**src/rtl/drive_cmd_arbiter_pkg.sv**
```systemverilog
`default_nettype none
// ============================================================================
// Module   : drive_pkg
// Purpose  : Shared types and constants for the drive command arbiter:
//            mode encoding, command class codes, direction codes and the
//            direction code to one-hot helper.
// Revision : 1.0  initial release
// ============================================================================
package drive_pkg;

  typedef enum logic [1:0] {
    IDLE   = 2'b00,
    MANUAL = 2'b01,
    AUTO   = 2'b10,
    FAULT  = 2'b11
  } mode_e;

  // Command class field cmd[7:6]
  localparam logic [1:0] CLS_MODE  = 2'b00;
  localparam logic [1:0] CLS_MOVE  = 2'b01;
  localparam logic [1:0] CLS_SPEED = 2'b10;
  localparam logic [1:0] CLS_RSVD  = 2'b11;

  // Direction codes, bit position in the one-hot vector equals the code
  localparam logic [3:0] DIR_W    = 4'd0;
  localparam logic [3:0] DIR_S    = 4'd1;
  localparam logic [3:0] DIR_A    = 4'd2;
  localparam logic [3:0] DIR_D    = 4'd3;
  localparam logic [3:0] DIR_WA   = 4'd4;
  localparam logic [3:0] DIR_WD   = 4'd5;
  localparam logic [3:0] DIR_AS   = 4'd6;
  localparam logic [3:0] DIR_DS   = 4'd7;
  localparam logic [3:0] DIR_STOP = 4'd8;

  localparam logic [8:0] DIR_STOP_OH = 9'h100;

  // Codes outside 0..8 map to stop so an out-of-range code never moves the car
  function automatic logic [8:0] dir_code_to_onehot(input logic [3:0] code);
    if (code <= DIR_STOP) return 9'd1 << code;
    else                  return DIR_STOP_OH;
  endfunction

endpackage
`default_nettype wire

```
**src/rtl/drive_cmd_arbiter_if.sv**
```systemverilog
`default_nettype none
// ============================================================================
// Module   : drive_cmd_arbiter_if
// Purpose  : Bundle of the command/planner inputs and the merged drive
//            outputs of the arbiter. master = link side, slave = arbiter.
// Revision : 1.0  initial release
// ============================================================================
interface drive_cmd_arbiter_if #(
  parameter int CMD_W   = 8,
  parameter int SPEED_W = 6
);
  logic [CMD_W-1:0]   cmd;
  logic               cmd_valid;
  logic [3:0]         auto_dir;
  logic               auto_valid;
  logic [8:0]         dir;
  logic [SPEED_W-1:0] speed;
  logic [1:0]         mode;
  logic               manual_on;
  logic               auto_on;
  logic               fault;
  logic               cmd_err;

  modport master (
    output cmd, cmd_valid, auto_dir, auto_valid,
    input  dir, speed, mode, manual_on, auto_on, fault, cmd_err
  );

  modport slave (
    input  cmd, cmd_valid, auto_dir, auto_valid,
    output dir, speed, mode, manual_on, auto_on, fault, cmd_err
  );
endinterface
`default_nettype wire

```
**src/rtl/drive_cmd_arbiter_speed_ramp.sv**
```systemverilog
`default_nettype none
// ============================================================================
// Module   : speed_ramp
// Purpose  : Moves the output speed one LSB toward the target every RAMP_DIV
//            cycles; forces zero while the car is commanded to stop.
// Revision : 1.0  initial release
// ============================================================================
module speed_ramp #(
  parameter int SPEED_W  = 6,
  parameter int RAMP_DIV = 250_000
) (
  input  logic               clk,
  input  logic               rst,
  input  logic [SPEED_W-1:0] target,
  input  logic               force_zero,
  output logic [SPEED_W-1:0] speed
);

  localparam int DIV_W = (RAMP_DIV > 1) ? $clog2(RAMP_DIV) : 1;
  localparam logic [DIV_W-1:0] DIV_LAST = DIV_W'(RAMP_DIV - 1);

  logic [DIV_W-1:0] div_q;
  logic             tick;

  assign tick = (div_q == DIV_LAST);

  // Free-running step divider; target changes do not restart it
  always_ff @(posedge clk or posedge rst) begin
    if (rst)       div_q <= '0;
    else if (tick) div_q <= '0;
    else           div_q <= div_q + 1'b1;
  end

  // One-LSB step toward target on each tick, no overshoot
  always_ff @(posedge clk or posedge rst) begin
    if (rst)                         speed <= '0;
    else if (force_zero)             speed <= '0;
    else if (tick && speed < target) speed <= speed + 1'b1;
    else if (tick && speed > target) speed <= speed - 1'b1;
  end

endmodule
`default_nettype wire

```
**src/rtl/drive_cmd_arbiter.sv**
```systemverilog
`default_nettype none
// ============================================================================
// Module   : drive_cmd_arbiter
// Purpose  : Decodes the link command stream, runs the idle/manual/auto/fault
//            mode machine and the link watchdog, and merges link and planner
//            directions into one registered drive interface.
// Revision : 1.0  initial release
// ============================================================================
module drive_cmd_arbiter
  import drive_pkg::*;
#(
  parameter int CMD_W          = 8,
  parameter int SPEED_W        = 6,
  parameter int TIMEOUT_CYCLES = 12_500_000,
  parameter int RAMP_DIV       = 250_000
) (
  input  logic               CLOCK_50,
  input  logic               reset,
  drive_cmd_arbiter_if.slave bus
);

  localparam int WD_W = (TIMEOUT_CYCLES > 1) ? $clog2(TIMEOUT_CYCLES) : 1;
  localparam logic [WD_W-1:0] WD_LAST = WD_W'(TIMEOUT_CYCLES - 1);

  mode_e              mode_q, mode_d;
  logic [8:0]         dir_q, dir_d;
  logic [SPEED_W-1:0] target_q, target_d;
  logic [WD_W-1:0]    wd_q, wd_d;
  logic               err_q, err_d;
  logic               manual_on_q, auto_on_q, fault_q;
  logic               kick;

  // Field decode of the command byte
  logic [1:0] cls;
  mode_e      mode_field;
  logic [3:0] move_code;
  logic       move_ok, is_mode, is_move, is_speed;

  assign cls        = bus.cmd[7:6];
  assign mode_field = mode_e'(bus.cmd[1:0]);
  assign move_code  = bus.cmd[3:0];
  assign move_ok    = (move_code <= DIR_STOP);
  assign is_mode    = bus.cmd_valid && (cls == CLS_MODE);
  assign is_move    = bus.cmd_valid && (cls == CLS_MOVE);
  assign is_speed   = bus.cmd_valid && (cls == CLS_SPEED);

  // Mode/direction/target/watchdog next-state; a link MODE command takes
  // priority over a same-cycle planner strobe and over watchdog expiry
  always_comb begin
    mode_d   = mode_q;
    dir_d    = dir_q;
    target_d = target_q;
    wd_d     = '0;
    kick     = 1'b0;
    // Malformed bytes are flagged in every mode, including FAULT
    err_d    = bus.cmd_valid && ((cls == CLS_RSVD) || ((cls == CLS_MOVE) && !move_ok));

    if (is_speed && mode_q != FAULT) target_d = bus.cmd[SPEED_W-1:0];

    unique case (mode_q)
      IDLE: begin
        if (is_mode && mode_field != IDLE) mode_d = mode_field;
      end
      MANUAL: begin
        if (is_mode)                 mode_d = mode_field;
        else if (is_move && move_ok) dir_d  = dir_code_to_onehot(move_code);
      end
      AUTO: begin
        if (is_mode)             mode_d = mode_field;
        else if (bus.auto_valid) dir_d  = dir_code_to_onehot(bus.auto_dir);
      end
      FAULT: begin
        if (is_mode && mode_field == IDLE) mode_d = IDLE;
      end
      default: ;
    endcase

    if (mode_q == MANUAL || mode_q == AUTO) begin
      kick = bus.cmd_valid || (mode_q == AUTO && bus.auto_valid);
      if (kick)                wd_d = '0;
      else if (wd_q == WD_LAST) begin
        mode_d = FAULT;
        wd_d   = '0;
      end
      else                     wd_d = wd_q + 1'b1;
    end

    if (mode_d != mode_q) begin
      dir_d = DIR_STOP_OH;
      wd_d  = '0;
      if (mode_d == FAULT) target_d = '0;
    end

    if (mode_d == IDLE || mode_d == FAULT) dir_d = DIR_STOP_OH;
  end

  // State register; all outputs come straight from flops
  always_ff @(posedge CLOCK_50 or posedge reset) begin
    if (reset) begin
      mode_q      <= IDLE;
      dir_q       <= DIR_STOP_OH;
      target_q    <= '0;
      wd_q        <= '0;
      err_q       <= 1'b0;
      manual_on_q <= 1'b0;
      auto_on_q   <= 1'b0;
      fault_q     <= 1'b0;
    end else begin
      mode_q      <= mode_d;
      dir_q       <= dir_d;
      target_q    <= target_d;
      wd_q        <= wd_d;
      err_q       <= err_d;
      manual_on_q <= (mode_d == MANUAL);
      auto_on_q   <= (mode_d == AUTO);
      fault_q     <= (mode_d == FAULT);
    end
  end

  speed_ramp #(
    .SPEED_W  (SPEED_W),
    .RAMP_DIV (RAMP_DIV)
  ) u_speed_ramp (
    .clk        (CLOCK_50),
    .rst        (reset),
    .target     (target_q),
    .force_zero (dir_q == DIR_STOP_OH),
    .speed      (bus.speed)
  );

  assign bus.dir       = dir_q;
  assign bus.mode      = mode_q;
  assign bus.manual_on = manual_on_q;
  assign bus.auto_on   = auto_on_q;
  assign bus.fault     = fault_q;
  assign bus.cmd_err   = err_q;

endmodule
`default_nettype wire

```
**src/flat_wrapper.sv**
```systemverilog
// flat-port wrapper written by rule: the top's interface ports become plain ports
module drive_cmd_arbiter_flat import drive_pkg::*;
#(
  parameter int CMD_W          = 8,
  parameter int SPEED_W        = 6,
  parameter int TIMEOUT_CYCLES = 12_500_000,
  parameter int RAMP_DIV       = 250_000
)
  (CLOCK_50, reset, bus_cmd, bus_cmd_valid, bus_auto_dir, bus_auto_valid, bus_dir, bus_speed, bus_mode, bus_manual_on, bus_auto_on, bus_fault, bus_cmd_err);
  drive_cmd_arbiter_if #(.CMD_W(CMD_W), .SPEED_W(SPEED_W)) bus_i ();
  input  logic CLOCK_50;
  input  logic reset;
  input wire logic [$bits(bus_i.cmd)-1:0] bus_cmd;
  input wire logic [$bits(bus_i.cmd_valid)-1:0] bus_cmd_valid;
  input wire logic [$bits(bus_i.auto_dir)-1:0] bus_auto_dir;
  input wire logic [$bits(bus_i.auto_valid)-1:0] bus_auto_valid;
  output wire logic [$bits(bus_i.dir)-1:0] bus_dir;
  output wire logic [$bits(bus_i.speed)-1:0] bus_speed;
  output wire logic [$bits(bus_i.mode)-1:0] bus_mode;
  output wire logic [$bits(bus_i.manual_on)-1:0] bus_manual_on;
  output wire logic [$bits(bus_i.auto_on)-1:0] bus_auto_on;
  output wire logic [$bits(bus_i.fault)-1:0] bus_fault;
  output wire logic [$bits(bus_i.cmd_err)-1:0] bus_cmd_err;
  assign bus_i.cmd = bus_cmd;
  assign bus_i.cmd_valid = bus_cmd_valid;
  assign bus_i.auto_dir = bus_auto_dir;
  assign bus_i.auto_valid = bus_auto_valid;
  assign bus_dir = bus_i.dir;
  assign bus_speed = bus_i.speed;
  assign bus_mode = bus_i.mode;
  assign bus_manual_on = bus_i.manual_on;
  assign bus_auto_on = bus_i.auto_on;
  assign bus_fault = bus_i.fault;
  assign bus_cmd_err = bus_i.cmd_err;
  drive_cmd_arbiter #(.CMD_W(CMD_W), .SPEED_W(SPEED_W), .TIMEOUT_CYCLES(TIMEOUT_CYCLES), .RAMP_DIV(RAMP_DIV)) u_core (.CLOCK_50(CLOCK_50), .reset(reset), .bus(bus_i));
endmodule
```
**config.mk**
```make
export PLATFORM = sky130hd
export DESIGN_NAME = drive_cmd_arbiter_flat
export DESIGN_NICKNAME = d
export VERILOG_FILES = /design/src/rtl/drive_cmd_arbiter_pkg.sv /design/src/rtl/drive_cmd_arbiter_if.sv /design/src/rtl/drive_cmd_arbiter_speed_ramp.sv /design/src/rtl/drive_cmd_arbiter.sv /design/src/flat_wrapper.sv
export SDC_FILE = /design/constraint.sdc
export NUM_CORES = 1
export LEC_CHECK = 0
export ABC_AREA = 1
export CORE_MARGIN = 2
export CORE_UTILIZATION = 30
export CTS_CLUSTER_DIAMETER = 200
export CTS_CLUSTER_SIZE = 30
export DETAILED_ROUTE_END_ITERATION = 16
export DONT_BUFFER_PORTS = 1
export PLACE_DENSITY = 0.51
export SYNTH_ARGS = -nofsm -noshare
export SYNTH_HDL_FRONTEND = slang
export SYNTH_HIERARCHICAL = 1
export SYNTH_SLANG_ARGS = --single-unit
```
**constraint.sdc**
```tcl
create_clock -name CLOCK_50 -period 5.5 [get_ports CLOCK_50]
set_clock_uncertainty 0.2 [all_clocks]
set_input_delay 0.825 -clock CLOCK_50 [delete_from_list [all_inputs] [get_ports CLOCK_50]]
set_output_delay 0.825 -clock CLOCK_50 [all_outputs]
set_load 0.05 [all_outputs]
```
==> impl_metrics.json <==
{
  "syn_area_sq_um": 4540,
  "htree_num_levels": 3,
  "setup-tns-final_ps": 0,
  "layout.cells.non_filler": 777,
  "period_share": 0.597,
  "cts_setup_buffers": 0,
  "avgViaCountPerCell": 4.82,
  "grt_max_degree": 46,
  "cp.required_ps": 5510,
  "status": "complete, no violations",
  "cts-hold-fix-buffers": 0,
  "max_cap_viol_count": 0,
  "cts_num_sinks": 69,
  "fp.dieW_microns": 127,
  "multi_input_area_sq_um": 2460,
  "placedInstanceArea_sq_um": 4720,
  "diodes": 0,
  "hp-class": "reg2reg",
  "final_area_sq_um": 5000,
  "tightest_slew_ps": 962,
  "fmax_ghz": 0.305,
  "regArea_sq_um": 1730,
  "dieArea_sq_um": 16100,
  "dp_hpwl_microns": 7620,
  "cp-end-kind": "flop",
  "ys_seq_elements": 69,
  "ir_worst_vdd_mv": 0.238,
  "rows": 44,
  "routabilityCongestion": 0.854,
  "finalPower_mw": 2.45,
  "grt_pass1_vias": 3591,
  "syn_avg_cell_area_sq_um": 7.76,
  "fin_util": 0.342,
  "place_ws_ps": 2250,
  "final_nets": 625,
  "leakage_nw": 2.28,
  "dr.pass1.iters": 7,
  "postLayoutSetupSlackWorst_ps": 2220,
  "drtIter0Drc": 252,
  "core_sq_um": 14600,
  "cts-root-buf": "clkbuf_16",
  "yosysWarnings": 6,
  "antenna_found_initial": 0,
  "routedWlPerCell_microns": 12.9,
  "seq_area_frac_synth": 0.381,
  "grt_pass1_wl_microns": 17300,
  "final-hold-violation-count": 0,
  "clk_latency_ps": 330,
  "synthCells": 585,
  "hold_ws_ps": 312,
  "crit_type": "reg2reg",
  "ys_types": 50,
  "clkTransAtPathRegs_ps": 60,
  "die_h_microns": 127,
  "setup_viol": 0,
  "synth_nets": 621,
  "slew_headroom": 0.358,
  "post_cts_resized": 0,
  "numCtsBuffers": 9,
  "maxSlewViolCount": 0,
  "critPathMaxFanout": 18,
  "finalCriticalPeriod_ps": 3280,
  "start_util": 0.310,
  "synth-edff-count": 0,
  "cts_max_path_buffers": 2,
  "gr-total-overflow": 0,
  "synthFlopType": "dfrtp_1",
  "track_usage": 0.134,
  "start_kind": "flop",
  "powerDensity_nw_per_um2": 490,
  "drt-total-wl_microns": 10000,
  "syn_to_final_growth_pct": 10.2,
  "portBuffers": 0,
  "io-pin-count": 37,
  "drcViolationCount": 0,
  "cts_tree": "built",
  "crit_arrival_ps": 3290,
  "dp.cells": 762,
  "nFillCells": 1546,
  "grt_setup_unrepaired": "no",
  "via_count": 3746,
  "async_reset_ff_frac": 1.00,
  "drive_gt1_frac": 0.138,
  "ant_nets": 0
}
==> sequential cells by signal (all words and copies together) (netlist names) <==
| signal | count |
|---|---|
| u_core/target_q | 6 |
| u_core/bus.manual_on | 1 |
| u_core/bus.dir | 9 |
| u_core/wd_q | 24 |
| u_core/bus.mode | 2 |
| u_core/u_speed_ramp/speed | 6 |
| u_core/bus.auto_on | 1 |
| u_core/u_speed_ramp/div_q | 18 |
| u_core/bus.fault | 1 |
| u_core/bus.cmd_err | 1 |
==> path summary, 6_finish.rpt <==
kind	start	to	slack, ps	depth (start not counted)
max reg2reg	u_core/bus.mode[0]$_DFF_PP0_	u_core/bus.dir[4]$_DFFE_PP0P_	2220	9
min	u_core/wd_q[0]$_DFF_PP0_	u_core/wd_q[0]$_DFF_PP0_	310	1
max	u_core/bus.mode[0]$_DFF_PP0_	u_core/bus.dir[4]$_DFFE_PP0P_	2220	9
min reg2reg	u_core/wd_q[0]$_DFF_PP0_	u_core/wd_q[0]$_DFF_PP0_	310	1
max in group asynchronous	reset	u_core/bus.dir[1]$_DFFE_PP0P_	4110	1
min in group asynchronous	reset	u_core/u_speed_ramp/div_q[6]$_DFF_PP0_	380	1
==> cells by family (layout without fill, tap and decap cells) <==
group           Yosys count  after routing  synth area share
simple gates            317            317             0.354
xor+xnor                 20             20            0.0386
fa+ha+maj                20             20            0.0568
flops                    69             69             0.381
compound gates           71             71            0.0923
buf+inv                  88             96            0.0780
==> cells in the mapped netlist (2+ instances only) <==
library cell  number  area share
nand2_1          122        0.10
inv_1             70       0.058
dfrtp_1           68        0.37
nor2_1            59       0.049
nand3_1           53       0.058
o21ai_0           30       0.033
ha_1              19       0.052
a21oi_1           18       0.020
xor2_1            15       0.029
nor2_4            14       0.035
nand2_2           13       0.018
nor3_1            13       0.014
nand4_1           12       0.017
inv_2              9      0.0074
o21ai_1            9      0.0099
nand2_4            6       0.015
nor2_2             5      0.0069
xnor2_1            5      0.0096
clkbuf_1           3      0.0025
nand3_2            3      0.0066
or2_2              3      0.0041
buf_2              2      0.0022
nor3_2             2      0.0044
nor4_2             2      0.0055
o21a_1             2      0.0033
o21ai_2            2      0.0039
o22ai_1            2      0.0028
or3_1              2      0.0028
==> metal layers <==
metal  vias to the layer above  share of wire  global-route usage
li1                       1901              -                   -
met1                      1751           0.49               0.181
met2                        83           0.44               0.205
met3                        11          0.049              0.0394
met4                         0          0.014              0.0446
met5                         -              0                   0
==> power breakdown <==
part | internal [mW] | total (mW) | leakage [nW] | switching, mW
sequential | 0.570 | 0.749 | 0.930 | 0.180
clock | 0.339 | 0.544 | 0.139 | 0.205
combinational | 0.354 | 1.16 | 1.21 | 0.802
total | 1.26 | 2.45 | 2.28 | 1.19
==> layout make-up <==
| type | count | share of cell area |
|---|---|---|
| clock buffers | 14 | 0.0548 |
| clock inverters | 1 | 0.00100 |
| well taps | 184 | 0.0460 |
| multi-input cells | 428 | 0.491 |
| flip-flops and latches | 69 | 0.345 |
| repair buffers | 1 | 0.00150 |
| inverters | 80 | 0.0600 |
==> cell usage in the layout (no fill, tap or decap), types with 2 or more instances in the layout <==
cell type and instances:
a21oi_1 18, clkbuf_1 2, clkbuf_16 9, clkbuf_8 3, dfrtp_1 68, ha_1 19
inv_1 69, inv_2 10, nand2_1 122, nand2_2 13, nand2_4 6, nand3_1 53
nand3_2 3, nand4_1 12, nor2_1 59, nor2_2 5, nor2_4 14, nor3_1 13
nor3_2 2, nor4_2 2, o21a_1 2, o21ai_0 30, o21ai_1 9, o21ai_2 2
o22ai_1 2, or2_2 3, or3_1 2, xnor2_1 5, xor2_1 15
==> worst max-delay path, stage by stage, from the launching register on <==
cell      delay [ps]
dfrtp_1          750
inv_1            240
ha_1             420
a211oi_4         300
nand3_4          120
nand2_2          140
ha_1             320
nand2_2          240
o21ai_0          360
nor2_4            60
No activity file was read; power rests on OpenSTA's default activity.
